## config.mk

```make
export PLATFORM = sky130hd
export DESIGN_NAME = vga_timing_gen
export DESIGN_NICKNAME = d
export VERILOG_FILES = /design/src/rtl/vga_timing_pkg.sv /design/src/rtl/mod_counter.sv /design/src/rtl/vga_timing_gen.sv
export SDC_FILE = /design/constraint.sdc
export NUM_CORES = 1
export LEC_CHECK = 0
export CORE_UTILIZATION = 49
export DETAILED_ROUTE_END_ITERATION = 16
export GPL_TIMING_DRIVEN = 0
export HOLD_SLACK_MARGIN = 0.05
export PLACE_DENSITY_LB_ADDON = 0.15
export SYNTH_ARGS = -nofsm -noshare
export SYNTH_HDL_FRONTEND = slang
export SYNTH_HIERARCHICAL = 1
export SYNTH_SLANG_ARGS = --single-unit
```

## constraint.sdc

```tcl
create_clock -name clk -period 3.1 [get_ports clk]
set_clock_uncertainty 0.1 [all_clocks]
set_input_delay 0.31 -clock clk [delete_from_list [all_inputs] [get_ports clk]]
set_output_delay 0.31 -clock clk [all_outputs]
set_load 0.01 [all_outputs]
```

## src/rtl/vga_timing_pkg.sv

```systemverilog
// 800x600@72 raster constants shared by the VGA timing path.
package vga_timing_pkg;

  localparam int H_ACTIVE = 800;
  localparam int H_FP     = 56;
  localparam int H_SYNC   = 120;
  localparam int H_BP     = 64;
  localparam int H_TOTAL  = H_ACTIVE + H_FP + H_SYNC + H_BP;

  localparam int V_ACTIVE = 600;
  localparam int V_FP     = 37;
  localparam int V_SYNC   = 6;
  localparam int V_BP     = 23;
  localparam int V_TOTAL  = V_ACTIVE + V_FP + V_SYNC + V_BP;

  localparam int H_SYNC_START = H_ACTIVE + H_FP;
  localparam int H_SYNC_END   = H_SYNC_START + H_SYNC;
  localparam int V_SYNC_START = V_ACTIVE + V_FP;
  localparam int V_SYNC_END   = V_SYNC_START + V_SYNC;

  localparam int H_DIV    = 4;
  localparam int H_BITS   = 9;
  localparam int V_BITS   = 10;

endpackage

```

## src/rtl/mod_counter.sv

```systemverilog
// ce-gated mod-N counter. Exposes the value it will hold after this edge
// (nxt) so downstream decoders can register outputs in step with the count.
module mod_counter #(
  parameter int N    = 2,
  parameter int W    = (N > 1) ? $clog2(N) : 1,
  parameter int LOAD = N - 1
) (
  input  logic         clk,
  input  logic         rst_n,
  input  logic         ce,
  output logic [W-1:0] nxt,
  output logic         wrap
);

  localparam logic [W-1:0] LAST   = W'(N - 1);
  localparam logic [W-1:0] LOAD_V = W'(LOAD);

  logic [W-1:0] cnt;

  // wrap: this enabled edge takes the count from N-1 back to 0
  assign wrap = ce && (cnt == LAST);

  // value the register takes at the coming edge
  always_comb begin
    nxt = cnt;
    if (!rst_n)  nxt = LOAD_V;
    else if (ce) nxt = (cnt == LAST) ? '0 : cnt + W'(1);
  end

  // count register, synchronous reload on reset
  always_ff @(posedge clk) begin
    if (!rst_n)  cnt <= LOAD_V;
    else if (ce) cnt <= (cnt == LAST) ? '0 : cnt + W'(1);
  end

endmodule

```

## src/rtl/vga_timing_gen.sv

```systemverilog
// Raster timing source: h/v counters plus registered decoders driven from
// the next count, so every output describes the current counter position.
module vga_timing_gen
  import vga_timing_pkg::*;
#(
  parameter int   H_ACTIVE_P = H_ACTIVE,
  parameter int   H_FP_P     = H_FP,
  parameter int   H_SYNC_P   = H_SYNC,
  parameter int   H_BP_P     = H_BP,
  parameter int   V_ACTIVE_P = V_ACTIVE,
  parameter int   V_FP_P     = V_FP,
  parameter int   V_SYNC_P   = V_SYNC,
  parameter int   V_BP_P     = V_BP,
  parameter int   H_DIV_P    = H_DIV,
  parameter logic SYNC_POL   = 1'b1,
  parameter int   H_BITS_P   = H_BITS,
  parameter int   V_BITS_P   = V_BITS
) (
  input  logic                clk,
  input  logic                rst_n,
  input  logic                ce,
  output logic [H_BITS_P-1:0] h_index,
  output logic [V_BITS_P-1:0] v_index,
  output logic                pre_h_porch,
  output logic                h_porch,
  output logic                video_on,
  output logic                hsync,
  output logic                vsync,
  output logic                frame_start
);

  localparam int HT = H_ACTIVE_P + H_FP_P + H_SYNC_P + H_BP_P;
  localparam int VT = V_ACTIVE_P + V_FP_P + V_SYNC_P + V_BP_P;
  localparam int HW = $clog2(HT);
  localparam int VW = $clog2(VT);
  localparam int SH = $clog2(H_DIV_P);

  localparam logic [HW-1:0] HA_L  = HW'(H_ACTIVE_P);
  localparam logic [HW-1:0] HA_M1 = HW'(H_ACTIVE_P - 1);
  localparam logic [HW-1:0] HT_M2 = HW'(HT - 2);
  localparam logic [HW-1:0] HS0   = HW'(H_ACTIVE_P + H_FP_P);
  localparam logic [HW-1:0] HS1   = HW'(H_ACTIVE_P + H_FP_P + H_SYNC_P);
  localparam logic [VW-1:0] VA_L  = VW'(V_ACTIVE_P);
  localparam logic [VW-1:0] VS0   = VW'(V_ACTIVE_P + V_FP_P);
  localparam logic [VW-1:0] VS1   = VW'(V_ACTIVE_P + V_FP_P + V_SYNC_P);

  logic [HW-1:0] h_nxt, h_sh;
  logic [VW-1:0] v_nxt;
  logic          h_wrap, v_wrap, v_ce;
  logic          h_act, v_act, in_hs, in_vs, in_pre;

  mod_counter #(.N(HT)) u_hcnt (
    .clk  (clk),
    .rst_n(rst_n),
    .ce   (ce),
    .nxt  (h_nxt),
    .wrap (h_wrap)
  );

  assign v_ce = ce & h_wrap;

  // v_wrap implies h_wrap, so it marks the frame wrap into (0,0)
  mod_counter #(.N(VT)) u_vcnt (
    .clk  (clk),
    .rst_n(rst_n),
    .ce   (v_ce),
    .nxt  (v_nxt),
    .wrap (v_wrap)
  );

  // decode the position the counters move to at this edge
  always_comb begin
    h_act  = (h_nxt < HA_L);
    v_act  = (v_nxt < VA_L);
    in_hs  = (h_nxt >= HS0) && (h_nxt < HS1);
    in_vs  = (v_nxt >= VS0) && (v_nxt < VS1);
    in_pre = (h_nxt >= HA_M1) && (h_nxt <= HT_M2);
    h_sh   = h_nxt >> SH;
  end

  // registered outputs; reset parks on the last blank pixel, ce=0 holds
  always_ff @(posedge clk) begin
    if (!rst_n) begin
      h_index     <= '0;
      v_index     <= '0;
      pre_h_porch <= 1'b1;
      h_porch     <= 1'b1;
      video_on    <= 1'b0;
      hsync       <= !SYNC_POL;
      vsync       <= !SYNC_POL;
      frame_start <= 1'b0;
    end else if (ce) begin
      h_index     <= h_act ? H_BITS_P'(h_sh) : '0;
      v_index     <= v_act ? V_BITS_P'(v_nxt) : '0;
      pre_h_porch <= in_pre;
      h_porch     <= !h_act;
      video_on    <= h_act && v_act;
      hsync       <= in_hs ? SYNC_POL : !SYNC_POL;
      vsync       <= in_vs ? SYNC_POL : !SYNC_POL;
      frame_start <= v_wrap;
    end
  end

endmodule

```

# ---- Word level (Yosys, flattened, before mapping)
# Cells that the tools add are included.
dict set report classes {
  bitwise_logic 1
  mux 10
  n_reduce_logical 7
  eq_ne 2
  order_cmp 8
  addsub 2
}
# operator count
set ops {}
lappend ops {{$mux 10} 4}
lappend ops {{$mux 11} 3}
lappend ops {{$ge 11x10->1 const B} 2}
lappend ops {{$lt 11x10->1 const B} 2}
lappend ops {{$lt 10x10->1 const B} 2}
lappend ops {{$add 11x1->11 const B} 1}
lappend ops {{$eq 11x11->1 const B} 1}
lappend ops {{$le 11x11->1 const B} 1}
lappend ops {{$add 10x1->10 const B} 1}
lappend ops {{$eq 10x10->1 const B} 1}
lappend ops {{$ge 10x10->1 const B} 1}
lappend ops {{$mux 9} 1}
lappend ops {{$logic_and 1x1->1} 6}
lappend ops {{$mux 1} 2}
lappend ops {{$and 1x1->1} 1}
lappend ops {{$logic_not 1->1} 1}
dict set report totals {
  word_cells 40
  ff_bits 46
  inputBits 3
  out_inout_bits 25
}

# ---- Longest topological paths before layout
# Gate-level depths: netlist of the first run.
dict set report depth {
  word_depth 8
  ltp_mapped 13
  ltp_nobuf 12
}

# ---- Modules after synthesis
# Netlist of the first run, hierarchy kept.
# mod cells_each area_per_inst_um2 n_inst seq_area_each_um2
set modules_own_cells {}
lappend modules_own_cells {vga_timing_gen 99 1022.2 1 500.5}
lappend modules_own_cells {{mod_counter at u_hcnt} 63 608.1 1 220.2}
lappend modules_own_cells {{mod_counter at u_vcnt} 52 508.0 1 200.2}

# ---- Least setup slack after synthesis of the first run
# No wires, ideal clock.
dict set report synth_path {
  path_kind {register to register}
  start {reg u_hcnt.cnt[7]}
  end {reg v_index[3]}
  synth_period_minus_slack_ns 3.103
  setup_ns 0.060
  arrival_time_ns 2.943
  required_time_ns 2.940
  stages_incl_launch_ff 12
  n_path_buf 1
  path_slack_ns -0.003
  path_cell_list {dfxtp_1 > or4b_4 > nor3_2 > and2_1 > buf_4 > nand4_1 > nor4_4 > o21ai_0 > a21o_1 > a211o_1 > a21oi_4 > a22o_1}
}
dict set report synth_between {
  elab_chain_cells 7
}
# element line_no
set synth_rtl {}
lappend synth_rtl {{start: declaration} mod_counter.sv:18} ;# logic [W-1:0] cnt;
lappend synth_rtl {{start signal: assignment} mod_counter.sv:33} ;# else if (ce) cnt <= (cnt == LAST) ? '0 : cnt + W'(1);
lappend synth_rtl {{$eq 11x11->1 *} mod_counter.sv:21} ;# assign wrap = ce && (cnt == LAST);
lappend synth_rtl {{$logic_and 1x1->1 *} mod_counter.sv:21}
lappend synth_rtl {{named net h_wrap} vga_timing_gen.sv:49} ;# logic h_wrap, v_wrap, v_ce;
lappend synth_rtl {{$and 1x1->1 *} vga_timing_gen.sv:60} ;# assign v_ce = ce & h_wrap;
lappend synth_rtl {{named net v_ce} vga_timing_gen.sv:49}
lappend synth_rtl {{$mux 10 *} mod_counter.sv:27} ;# else if (ce) nxt = (cnt == LAST) ? '0 : cnt + W'(1);
lappend synth_rtl {{$mux 10 *} --}
lappend synth_rtl {{named net v_nxt[3]} vga_timing_gen.sv:48} ;# logic [VW-1:0] v_nxt;
lappend synth_rtl {{$lt 10x10->1} vga_timing_gen.sv:74} ;# v_act = (v_nxt < VA_L);
lappend synth_rtl {{$mux 10 *} vga_timing_gen.sv:94} ;# v_index <= v_act ? V_BITS_P'(v_nxt) : '0;
lappend synth_rtl {{end signal: assignment} vga_timing_gen.sv:94}
lappend synth_rtl {{end: declaration} vga_timing_gen.sv:23} ;# output logic [V_BITS_P-1:0] v_index,
# The timed path passes the listed nets; every way through them passes the cells marked *.
# A chain may end at the register's enable or synchronous reset.

# ---- Worst setup path in the final report of the first run
dict set report layout_path {
  start {reg u_hcnt.cnt[7]}
  end {reg v_index[1]}
}
dict set report layout_between {
  elab_chain_cells 7
}
# element line_no
set layout_rtl {}
lappend layout_rtl {{$eq 11x11->1} mod_counter.sv:21}
lappend layout_rtl {{$logic_and 1x1->1} mod_counter.sv:21}
lappend layout_rtl {{named net h_wrap} vga_timing_gen.sv:49}
lappend layout_rtl {{$and 1x1->1} vga_timing_gen.sv:60}
lappend layout_rtl {{named net v_ce} vga_timing_gen.sv:49}
lappend layout_rtl {{$mux 10} mod_counter.sv:27}
lappend layout_rtl {{$mux 10} --}
lappend layout_rtl {{named net v_nxt[3]} vga_timing_gen.sv:48}
lappend layout_rtl {{$lt 10x10->1} vga_timing_gen.sv:74}
lappend layout_rtl {{$mux 10} vga_timing_gen.sv:94}
# The timed path passes the listed nets, and every way through them passes these cells.

==> reports/summary.md, run 1 <==
Summing every instance area after synthesis gives 0.00214 mm². The run finished with clean final reports. Across all layers, the routed design uses 1740 vias. The layer flagged by global routing as most heavily used is met2. The number of H-tree levels was 2. Compared with the post-synthesis result, the final layout area differs by 28.9%. The total routed wirelength was 4910 µm. The synthesis warning total was 6. Share of the cycle needed by the critical path after routing: 98.4%. The sum of overflow across all layers after global routing is 0. In the synthesized netlist, the cells that appear most often are 46 x sky130_fd_sc_hd__dfxtp_1, 16 x sky130_fd_sc_hd__nor2_1, 14 x sky130_fd_sc_hd__nand2_1. For the number of DRC markers after the initial detailed-route iteration, the log shows 65. For met3 alone, demand over resource in global routing was 5.00%.

The worst setup path is of the flip-flop to flip-flop kind. The run gives 23.5% as the aggregate global-route resource usage. The highest ir drop seen on vdd is 0.310 mV.

The iteration count of the initial detailed-routing pass was 4. After technology mapping, the gate count stands at 214. The sequential element share of the synthesized area is 43.1%.

STA puts the critical path data required time at 3.23 ns. The run gives 0.00463 mm² as the die footprint. The floorplan has 23 rows. The final weighted congestion in routability-driven placement was 0.822.

The longest clock path from root to sink contains 2 buffers. The multi-input combinational cells in the finished layout cover a total of 0.00126 mm². The design draws 0.00131 W. The share of synthesized area in the top cell type comes to 43.1%. The net count of the finished layout is 266. For the met1 demand-to-capacity share in global routing, the log shows 29.0%. The post-route DRC violation count is 0.

The min-delay analysis places its worst path in the category input pin to flip-flop. Subtracting the final worst setup slack from the clock period gives 3.05 ns. The tools report the initial antenna violation count as 0. The number of buffers inserted during clock tree synthesis is 5. The number of pins with negative max-slew slack in the final report was 0. The tools report the I/O pin count as 28.

The number of nets with antenna violations after detailed routing is 0. On the final layout, the worst hold slack is 0.270 ns. Summed over all cells, the static leakage comes to 0.990 nW. In this run the vertical extent of the chip is 68.1 µm.

When the netlist entered floorplanning its net count stood at 220. After detailed routing, the number of vias per cell comes to 5.61. CTS placed an instance of sky130_fd_sc_hd__clkbuf_8 at the clock tree root.

Entering global routing, the biggest net connects 22 pins. Global routing consumed, on the met2 layer, 40.2% of the routing resources. The logs give 1679 for the via count of the first global-routing pass and 0.00409 mm² for the core region area. Summed over all instances, the cell type with the most area after synthesis is sky130_fd_sc_hd__dfxtp_1. The tools report the startpoint kind of the worst setup timing path as a flip-flop. Count of unique library cells instantiated by Yosys: 55. In the synthesized netlist the dominant register cell turns out to be sky130_fd_sc_hd__dfxtp_1. The ratio of cells with drive above 1 in the final layout is 23.5%, and the aggregate negative setup slack is 0 ns. Setup repair after global routing could not meet its margin everywhere. The worst hold path startpoint was ce.

The total count of hold-check failures in the final report was 0. sky130_fd_sc_hd__dfxtp_1 is the most common cell in the netlist. At the worst endpoint, the arrival time is 3.18 ns. Max-cap violations in this run came to 0.

The die is 68.1 µm wide. The clock reaches the later pin of the worst-skew pair after 0.29 ns. The logs give 52.3% for the effective utilization at floorplan and 46 for the clock sink total.

The run gives 0 as the count of endpoints failing setup in the final report. TritonCTS built the clock tree. The worst-margin pin slew was 1.07 ns. The endpoint type of the worst setup path was a flip-flop. The HPWL after detailed placement is 3250 µm. The highest net fanout along the worst path is 5, and the number of fill cells is 340. The startpoint identified for the worst register-to-register timing path is u_hcnt/cnt[7]. The power per cell area is 477 mW/mm², and the wire length per cell is 15.8 µm. Headroom to the max-slew limit came out at 28.7%. Storage element area: 927 µm². Clock-pin slew was measured on the worst setup and hold paths at 0.08 ns. A synthesized cell averages 9.99 µm². In this run the worst setup path begins at u_hcnt/cnt[7]. In the post-synthesis netlist, the biggest area contributors are sky130_fd_sc_hd__dfxtp_1 43%, sky130_fd_sc_hd__mux2i_1 4.2%, sky130_fd_sc_hd__a22o_1 3.7%. The total of flip-flops plus latches after synthesis is 46. 0 antenna diodes ended up in the layout.

During placement, the flow inserted port buffers numbering 26. The achievable clock frequency was 328 MHz; the wire length of the first global-routing pass was 8010 µm. Counting flops with a built-in enable in the synthesized netlist gives 0. The fraction of registers with async set or reset after synthesis came out at 0%.
[final timing paths]
path                         to  slack, ns  cells past startpoint
setup / recovery     v_index[1]       0.05                     10
hold / removal    u_hcnt/cnt[1]       0.27                      2
setup reg to reg     v_index[1]       0.05                     10
hold reg to reg      h_index[8]       0.36                      1
[flip-flops by register name, indices dropped and copies added, names as in the netlist]
| register | flops |
|---|---|
| vsync | 1 |
| video_on | 1 |
| h_porch | 1 |
| h_index | 9 |
| frame_start | 1 |
| u_hcnt/cnt | 11 |
| pre_h_porch | 1 |
| u_vcnt/cnt | 10 |
| v_index | 10 |
| hsync | 1 |
[worst max-delay path, cell delays in order, from the launching register on]
cell                      delay [ns]
sky130_fd_sc_hd__dfxtp_2        0.33
sky130_fd_sc_hd__or4b_4         0.56
sky130_fd_sc_hd__nor3_4         0.16
sky130_fd_sc_hd__and2_4         0.21
sky130_fd_sc_hd__nand4_1        0.23
sky130_fd_sc_hd__xor2_1         0.29
sky130_fd_sc_hd__o21ai_4        0.11
sky130_fd_sc_hd__a21o_1         0.25
sky130_fd_sc_hd__a211o_4        0.37
sky130_fd_sc_hd__a21oi_4        0.22
sky130_fd_sc_hd__a22o_1         0.17
[stage by stage]
| step | utilization, % | worst slack, ns | cells | cell area (µm²) |
|---|---|---|---|---|
| 6_report | 67.5 | 0.0490 | 310 | 2760 |
| 2_1_floorplan | - | 0.0720 | 214 | 2140 |
| 3_3_place_gp | 60.2 | -0.408 | 290 | 2460 |
| 4_1_cts | 65.9 | -0.0580 | 309 | 2690 |
| 3_5_place_dp | 60.2 | -0.442 | 290 | 2460 |
| 5_1_grt | 67.5 | -0.0888 | 310 | 2760 |
[where the power goes]
part | internal [W] | switching (W)
combinational | 0.000140 | 0.000171
clock | 0.000155 | 0.000182
sequential | 0.000628 | 0.0000383
total | 0.000923 | 0.000391
[metal layers]
metal / wire (µm) / vias to the layer above
li1: - / 878
met1: 2200 / 829
met2: 2540 / 26
met3: 115 / 7
met4: 50 / 0
met5: 0 / -
[cell families (layout without fill, tap and decap cells)]
kind of cell	count (synthesis)	count (layout)	synth area share [%]
simple gates	82	82	24.3
compound gates	49	50	19.2
flops	46	46	43.1
buf+inv	14	59	2.98
xor+xnor	11	11	4.51
mux	9	9	4.21
fa+ha+maj	3	3	1.76
[cells in the final DEF (no fill, tap or decap), types with 4 or more instances in the layout]
master / n
sky130_fd_sc_hd__buf_4: 11
sky130_fd_sc_hd__dfxtp_1: 41
sky130_fd_sc_hd__a22o_1: 9
sky130_fd_sc_hd__clkbuf_8: 5
sky130_fd_sc_hd__clkdlybuf4s50_1: 25
sky130_fd_sc_hd__mux2i_1: 9
sky130_fd_sc_hd__nor2b_1: 5
sky130_fd_sc_hd__nand3_1: 4
sky130_fd_sc_hd__o21ai_0: 5
sky130_fd_sc_hd__xor2_1: 5
sky130_fd_sc_hd__xnor2_1: 5
sky130_fd_sc_hd__nand2_1: 13
sky130_fd_sc_hd__nand4_1: 8
sky130_fd_sc_hd__inv_1: 9
sky130_fd_sc_hd__nor4_1: 4
sky130_fd_sc_hd__nor2_1: 16
sky130_fd_sc_hd__dfxtp_2: 5
sky130_fd_sc_hd__a21oi_1: 8
[layout make-up]
cell class | instances | share of cell area, %
Multi-Input combinational cell | 155 | 45.8
Sequential cell | 46 | 33.6
Timing Repair Buffer | 39 | 13.5
Clock buffer | 7 | 2.77
Tap cell | 50 | 2.27
Inverter | 9 | 1.23
Buffer | 4 | 0.817
[repair_timing]
item                                    4_1_cts  5_1_grt
hold buffers                                  0        0
cloned                                        1        0
buffers inserted                             11        2
gates resized for setup                      15       16
pin swaps                                    15       12
endpoints found under the setup margin       11       18
(Power assumes the default switching activity.)
==> inputs of run 2 (changes only) <==
--- a/config.mk
+++ b/config.mk
@@ -7,9 +7,10 @@
 export LEC_CHECK = 0
 export CORE_UTILIZATION = 49
 export DETAILED_ROUTE_END_ITERATION = 16
-export GPL_TIMING_DRIVEN = 0
 export HOLD_SLACK_MARGIN = 0.05
 export PLACE_DENSITY_LB_ADDON = 0.15
+export SETUP_SLACK_MARGIN = 0.2
+export SKIP_LAST_GASP = 1
 export SYNTH_ARGS = -nofsm -noshare
 export SYNTH_HDL_FRONTEND = slang
 export SYNTH_HIERARCHICAL = 1
==> run 2 against run 1 <==
  * Sequential cell count is the same
  * Power grew 10%
  * Final cell count grew 5.5%
  * Maximum frequency grew 5.4%
  * Critical endpoint is now v_index[5]
  * Sequential power shrank 0.6%
  * Largest power group unchanged
  * Highest routed layer unchanged
  * Sequential share of layout area shrank 1.4 points
  * Non-clock buffer count grew 16
  * Critical path type unchanged
  * Critical path depth grew 2
  * Register-to-register slack gained 0.16 ns
  * Via count grew 6.1%
==> reports/summary.md, run 2 (synthesis results as in run 1) <==
For the sum of overflow across all layers after global routing, the log shows 0 (unchanged). Tracing the worst setup path back leads to its startpoint at u_hcnt/cnt[9]. Portion of total power attributed to combinational logic: 23.5% (-0.2 points).

Number of standard cells in the layout, taps in and fillers out: 327 (+5.5%). The via count of the first global-routing pass came out at 1696 (+1.0%). The vias after detailed routing is 1847 (+6.1%). The run gives 23 (unchanged) as the number of standard-cell rows in the floorplan.

The worst register-to-register path begins at u_hcnt/cnt[9]. The run gives 0 (unchanged) as the cts-stage hold buffer count. The largest registers in the layout are u_hcnt/cnt (11), u_vcnt/cnt (10), v_index (10). For the internal power contribution, the log shows 0.00103 W (+11%). The iteration count of the initial detailed-routing pass is 4 (unchanged), and the number of pins with negative max-slew slack in the final report is 0 (unchanged).

The maximum number of pins on one net before global-route repair was 23 (+4.5%). The logs give 45.8% (-4.9 points) for the sequential fraction of design power and 0.000420 W (+7.4%) for the switching power. The fraction of power spent switching nets is 29.0% (-0.73 points), and the die footprint is 0.00463 mm² (unchanged).

The count of max-cap constraint violations was 0 (unchanged); the power per cell area was 503 mW/mm² (+5.5%). The effective utilization at floorplan came out at 52.3% (unchanged). TritonCTS built the clock tree. The minimum clock period after layout is 2.90 ns (-0.155 ns), and the worst hold slack after final layout is 0.363 ns (+0.0933 ns). The initial antenna violation count is 0 (unchanged), and the number of vias per cell is 5.65 (+0.63%). The number of buffers inserted during clock tree synthesis was 5 (unchanged); the total routed wirelength was 5110 µm (+4.1%). The core region area is 0.00409 mm² (unchanged). In this run the worst hold path is classified as flip-flop to flip-flop. For the pre-CTS setup slack, the log shows -0.0824 ns (+0.360 ns). For the total number of nets in the final design, the log shows 282 (+6.0%). The run gives 0.00145 W (+10%) as the total power. The tree is rooted in a sky130_fd_sc_hd__clkbuf_8. The commonest non-fill, non-tap cell in the layout is sky130_fd_sc_hd__dfxtp_1. Setup repair after global routing could not meet its margin everywhere. The height of the die was 68.1 µm (unchanged); the combined area of the multi-input logic cells was 0.00122 mm² (-3.0%).

The share of the cycle needed by the critical path after routing is 93.4% (-5.0 points), and the worst-margin pin slew is 0.443 ns (-0.624 ns). The tools report the maximum count of clock buffers along a single path as 2 (unchanged). The run gives 314 (-7.6%) as the number of fill cells.

The endpoint of the worst-slack reg-to-reg timing path was v_index[5]. The class of the most critical setup path is flip-flop to flip-flop. Die span in x: 68.1 µm (unchanged).

Ratio of cells with drive above 1 in the final layout: 26.4% (+2.9 points). Highest ir drop seen on vdd: 0.424 mV (+37%). The worst setup path is captured at a flip-flop. The static leakage is 1.07 nW (+8.2%).

The count of cells along the worst register-to-register path is 12 (+2), and the wire length per cell is 15.6 µm (-1.3%). Most flop-heavy register: u_hcnt/cnt. The normalized max-slew margin came out at 70.4% (+42 points). The number of flip-flops under the largest register name is 11 (unchanged). The tools report the worst setup slack after layout as 0.204 ns (+0.155 ns).

In this run the worst setup path terminates at v_index[5]. The clock sink total was 46 (unchanged); the aggregate global-route resource usage was 23.3% (-0.17 points). The wire length of the first global-routing pass is 7910 µm (-1.3%), and the clock transition at the registers of the reported paths is 0.09 ns (about the same). Achievable clock frequency: 345 MHz (+5.4%). The run gives 926 µm² (-0.13%) as the storage element area.

For the insertion delay to the later sink of the worst-skew pair, the log shows 0.30 ns (about the same). For the post-layout utilization of the core, the log shows 70.4% (+2.9 points). The run gives 2 (unchanged) as the number of H-tree levels. The signed area change from the synthesized netlist to the final layout is 34.5%, and the final weighted congestion in routability-driven placement is 0.861 (+4.8%).

The highest net fanout along the worst path is 5 (unchanged). The portion of total power attributed to the clock network came out at 30.7% (+5.1 points). Leaving out fill and tap cells, the most frequent cells in the layout are 42 x sky130_fd_sc_hd__dfxtp_1, 30 x sky130_fd_sc_hd__buf_4, 27 x sky130_fd_sc_hd__clkdlybuf4s50_1. The flow ran to the end, and the final reports show no timing, DRC or antenna violations. The run gives 0 (unchanged) as the count of endpoints failing setup in the final report. The worst setup path is launched from a flip-flop.

The I/O pin count was 28 (unchanged). The arrival time at the worst endpoint is 3.04 ns (-0.14 ns), and the endpoint required time on the critical path is 3.24 ns (about the same). The slack of the worst reg-to-reg path was 0.20 ns (+0.16 ns). The HPWL after detailed placement was 3370 µm (+3.7%); the total count of hold-check failures in the final report was 0 (unchanged). The number of DRC markers after the initial detailed-route iteration is 65 (unchanged), and the number of port buffers is 27 (+3.8%). For the number of nets with antenna violations after detailed routing, the log shows 0 (unchanged).

The post-route DRC violation count is 0 (unchanged), and the number of antenna diodes is 0 (unchanged). The run gives 309 (+6.6%) as the placed instance count.
[run 2: cell types whose count changed in the layout (fill, tap and decap cells not counted), moves of 2 or more]
cell / previous run / this run
sky130_fd_sc_hd__buf_4: 11 / 30
sky130_fd_sc_hd__nor2_2: 2 / 4
sky130_fd_sc_hd__buf_2: 3 / 0
sky130_fd_sc_hd__clkdlybuf4s50_1: 25 / 27
[run 2: timing repair]
| action | 4_1_cts | 5_1_grt |
|---|---|---|
| endpoints found under the setup margin | 10 | 10 |
| buffers inserted | 6 | 3 |
| cloned | 1 | 0 |
| pin swaps | 10 | 8 |
| gates resized for setup | 7 | 12 |
[run 2: worst min-delay path by stage]
stage	from	endpoint	slack (ns)	cells past startpoint
6_report	h_porch	h_porch	0.36	1
5_1_grt	h_index[8]	h_index[8]	0.39	1
4_1_cts	h_porch	h_porch	0.37	1
3_5_place_dp	hsync	hsync	0.34	2
3_3_place_gp	h_index[8]	h_index[8]	0.35	1
2_1_floorplan	rst_n	pre_h_porch	0.28	1
[run 2: stage by stage]
step | TNS (ns) | cell area, µm²
6_report | 0 | 2880
3_5_place_dp | -0.753 | 2630
4_1_cts | 0 | 2810
5_1_grt | 0 | 2880
3_3_place_gp | -0.356 | 2630
2_1_floorplan | 0 | 2160
[run 2: critical path: stages, from the launching register on]
cell                      delay [ns]
sky130_fd_sc_hd__dfxtp_2        0.33
sky130_fd_sc_hd__or4b_4         0.55
sky130_fd_sc_hd__nor3_4         0.15
sky130_fd_sc_hd__and2_4         0.18
sky130_fd_sc_hd__buf_4          0.10
sky130_fd_sc_hd__buf_4          0.13
sky130_fd_sc_hd__nand3_1        0.09
sky130_fd_sc_hd__nor3_1         0.23
sky130_fd_sc_hd__xnor2_1        0.17
sky130_fd_sc_hd__nor2_2         0.08
sky130_fd_sc_hd__a211o_1        0.35
sky130_fd_sc_hd__a21oi_4        0.21
sky130_fd_sc_hd__a22o_1         0.17
[run 2: metal layers]
layer	GRT usage (%)	vias up	wire length [µm]
met5	0	-	0
met4	8.59	0	85
met3	6.33	9	304
met2	34.8	52	2270
met1	31.9	874	2440
li1	-	912	-
[run 2: layout make-up]
class / instances / area share (%)
tap: 50 / 2.18
inverter: 9 / 1.17
multi-input combinational: 155 / 42.6
timing repair buffer: 59 / 18.0
clock inverter: 2 / 1.31
clock buffer: 6 / 2.52
sequential: 46 / 32.2
[run 2: power groups by stage]
stage	combinational (W)	clock, W	sequential [W]
6_report	0.000340	0.000445	0.000662
5_1_grt	0.000363	0.000483	0.000667
4_1_cts	0.000328	0.000451	0.000662
3_5_place_dp	0.000305	0	0.000675
3_3_place_gp	0.000302	0	0.000675
2_1_floorplan	0.000190	0	0.000674
==> inputs of run 3 (changes only) <==
--- a/config.mk
+++ b/config.mk
@@ -5,10 +5,12 @@
 export SDC_FILE = /design/constraint.sdc
 export NUM_CORES = 1
 export LEC_CHECK = 0
+export ABC_CLOCK_PERIOD_IN_PS = 3100
 export CORE_UTILIZATION = 49
 export DETAILED_ROUTE_END_ITERATION = 16
 export HOLD_SLACK_MARGIN = 0.05
 export PLACE_DENSITY_LB_ADDON = 0.15
+export REMOVE_ABC_BUFFERS = 1
 export SETUP_SLACK_MARGIN = 0.2
 export SKIP_LAST_GASP = 1
 export SYNTH_ARGS = -nofsm -noshare
==> run 3 against run 2 <==
  * Sequential cell count did not move
  * Sequential share of layout area is 0.16 points lower
  * Global-route usage shrank 0.47 points
  * Maximum frequency hardly changed
  * Utilization increased by 0.15 points
  * Routed wire length is 3.4% lower
  * Clock power is essentially flat
  * Hold slack better by 0.0076 ns
  * Final cell count is 0.61% higher
  * Register-to-register slack barely moved
  * Combinational power is 4% lower
  * Critical endpoint is now v_index[9]
==> reports/summary.md, run 3 (synthesis results as in run 1) <==
Maximum count of clock buffers along a single path: 2 (unchanged). The logs give 3500 µm (+4.1%) for the HPWL after detailed placement and 3.03 ns (about the same) for the arrival time at the worst endpoint. In the final layout, the registers with the most flip-flops are u_hcnt/cnt (11), u_vcnt/cnt (10), v_index (10).

The total count of hold-check failures in the final report is 0 (unchanged). The I/O pin count came out at 28 (unchanged). The number of gates on the worst path with buffers counted is 10 (-2), and the number of H-tree levels is 2 (unchanged). The logs give 7880 µm (-0.35%) for the wire length of the first global-routing pass and 0 (unchanged) for the number of pins with negative max-slew slack in the final report. The count of max-cap constraint violations is 0 (unchanged), and the ratio of cells with drive above 1 in the final layout is 25.8% (-0.55 points). The normalized max-slew margin was 43.7% (-27 points). The run gives 0 (unchanged) as the initial antenna violation count. The library cell used most frequently in the layout, excluding fill and tap cells, is sky130_fd_sc_hd__dfxtp_1. The core region area was 0.00409 mm² (unchanged). Walking the worst path, the cells encountered are or4b_4 -> nor3_4 -> and2_4 -> nand4_1 -> nor4_4 -> o21ai_0 -> a21o_1 -> a211o_4 -> a21oi_4 -> a22o_1. The number of DRC markers after the initial detailed-route iteration came out at 111 (+71%). In the layout the commonest cells are 44 x sky130_fd_sc_hd__dfxtp_1, 33 x sky130_fd_sc_hd__buf_4, 27 x sky130_fd_sc_hd__clkdlybuf4s50_1. The endpoint type of the worst setup path is a flip-flop. The number of port buffers came out at 27 (unchanged). The endpoint required time on the critical path was 3.24 ns (about the same). Highest-delay cell along the critical path: sky130_fd_sc_hd__or4b_4.

Sum of overflow across all layers after global routing: 0 (unchanged). The minimum clock period after layout is 2.90 ns (+0.00159 ns). Counting flops per register, the top entry is u_hcnt/cnt.

The number of vias per cell is 5.58 (-1.1%), and the highest ir drop seen on vdd is 0.358 mV (-15%). The tools report the count of endpoints failing setup in the final report as 0 (unchanged). The cell depth of the worst min-delay path came out at 1 (unchanged). The vias after detailed routing is 1837 (-0.54%).

From synthesis to final layout, the design area changed by 34.8%. The die footprint is 0.00463 mm² (unchanged), and the power per cell area is 498 mW/mm² (-1.1%). Worst hold slack after final layout: 0.371 ns (+0.00757 ns). The tools report the aggregate global-route resource usage as 22.9% (-0.47 points). The critical path is of the flip-flop to flip-flop type. The number of buffers inserted during clock tree synthesis is 5 (unchanged). The run gives 0.29 ns (about the same) as the insertion delay to the later sink of the worst-skew pair.

The clock sink total is 46 (unchanged), and the share of the cycle needed by the critical path after routing is 93.5% (about the same). The wire length per cell works out to 15.0 µm (-4.0%). The cell family with the largest share of critical-path delay was simple AND/OR/NAND/NOR gates.

The worst-margin pin slew is 0.843 ns (+0.400 ns), and the post-route DRC violation count is 0 (unchanged). The height of the die was 68.1 µm (unchanged). The buffer cell driving the clock tree root is sky130_fd_sc_hd__clkbuf_8. The run gives 4 (unchanged) as the iteration count of the initial detailed-routing pass. The combined buffer and inverter count along the critical path was 0 (-2). The clock transition at the registers of the reported paths is 0.08 ns (about the same). The maximum single-stage delay on the critical path is 0.54 ns (about the same). Static leakage: 1.10 nW (+2.2%).

STA classifies the critical path startpoint as a flip-flop. The number of antenna diodes is 0 (unchanged). Setup repair after global routing could not meet its margin everywhere. The number of standard-cell rows in the floorplan was 23 (unchanged); the final weighted congestion in routability-driven placement was 0.882 (+2.4%). The via count of the first global-routing pass came out at 1732 (+2.1%).

The flow ran to the end, and the final reports show no timing, DRC or antenna violations. The number of nets with antenna violations after detailed routing was 0 (unchanged). The count of cells along the worst register-to-register path was 10 (-2); the post-layout utilization of the core was 70.5% (+0.15 points). The total number of nets in the final design was 285 (+1.1%); the die span in x was 68.1 µm (unchanged).

The tools report the effective utilization at floorplan as 52.3% (unchanged). The highest net fanout along the worst path works out to 5 (unchanged). TritonCTS built the clock tree. The number of flip-flops under the largest register name is 11 (unchanged), and the achievable clock frequency is 345 MHz (about the same).

The total routed wirelength was 4940 µm (-3.4%). The run gives 15 (-35%) as the maximum number of pins on one net before global-route repair. Class of the worst hold path: flip-flop to flip-flop. The number of fill cells is 307 (-2.2%).
-- run 3: through the flow --
step | worst slack [ns] | area, µm² | std cells | setup TNS (ns) | total power, W
after global placement | -0.0549 | 2670 | 317 | -0.505 | 0.000969
after CTS | 0.207 | 2820 | 326 | 0 | 0.00143
after global routing | 0.0682 | 2880 | 329 | 0 | 0.00150
after floorplan | -0.0379 | 2110 | 209 | -0.339 | 0.000850
final | 0.203 | 2880 | 329 | 0 | 0.00143
after detailed placement | -0.108 | 2670 | 317 | -1.08 | 0.000974
-- run 3: repair_timing --
action                     CTS  global route
setup endpoints to repair   10            20
resized for setup            5             9
pin swaps                   10             4
cloned                       1             0
hold buffers                 0             0
setup buffers                1             3
-- run 3: area by class of cell --
class / count / area (µm²) / share of cell area, %
Multi-Input combinational cell: 155 / 1210 / 41.9
Sequential cell: 46 / 923 / 32.0
Clock inverter: 1 / 30.0 / 1.04
Clock buffer: 6 / 82.6 / 2.87
Inverter: 9 / 33.8 / 1.17
Timing Repair Buffer: 62 / 541 / 18.8
Tap cell: 50 / 62.6 / 2.17
-- run 3: worst paths after layout --
kind,startpoint,to,slack (ns)
setup reg to reg,u_hcnt/cnt[8],v_index[9],0.20
hold / removal,h_index[8],h_index[8],0.37
setup / recovery,u_hcnt/cnt[8],v_index[9],0.20
hold reg to reg,h_index[8],h_index[8],0.37
-- run 3: where the power goes --
group	leakage, nW	switching (W)	internal (W)
combinational	0.663	0.000174	0.000154
sequential	0.375	0.0000352	0.000626
clock	0.0573	0.000187	0.000258
-- run 3: per-layer routing --
layer | track usage, % | share of wire (%)
met3 | 4.50 | 3.5
met1 | 26.3 | 43
met5 | 0 | 0
met2 | 41.3 | 52
met4 | 8.33 | 1.8
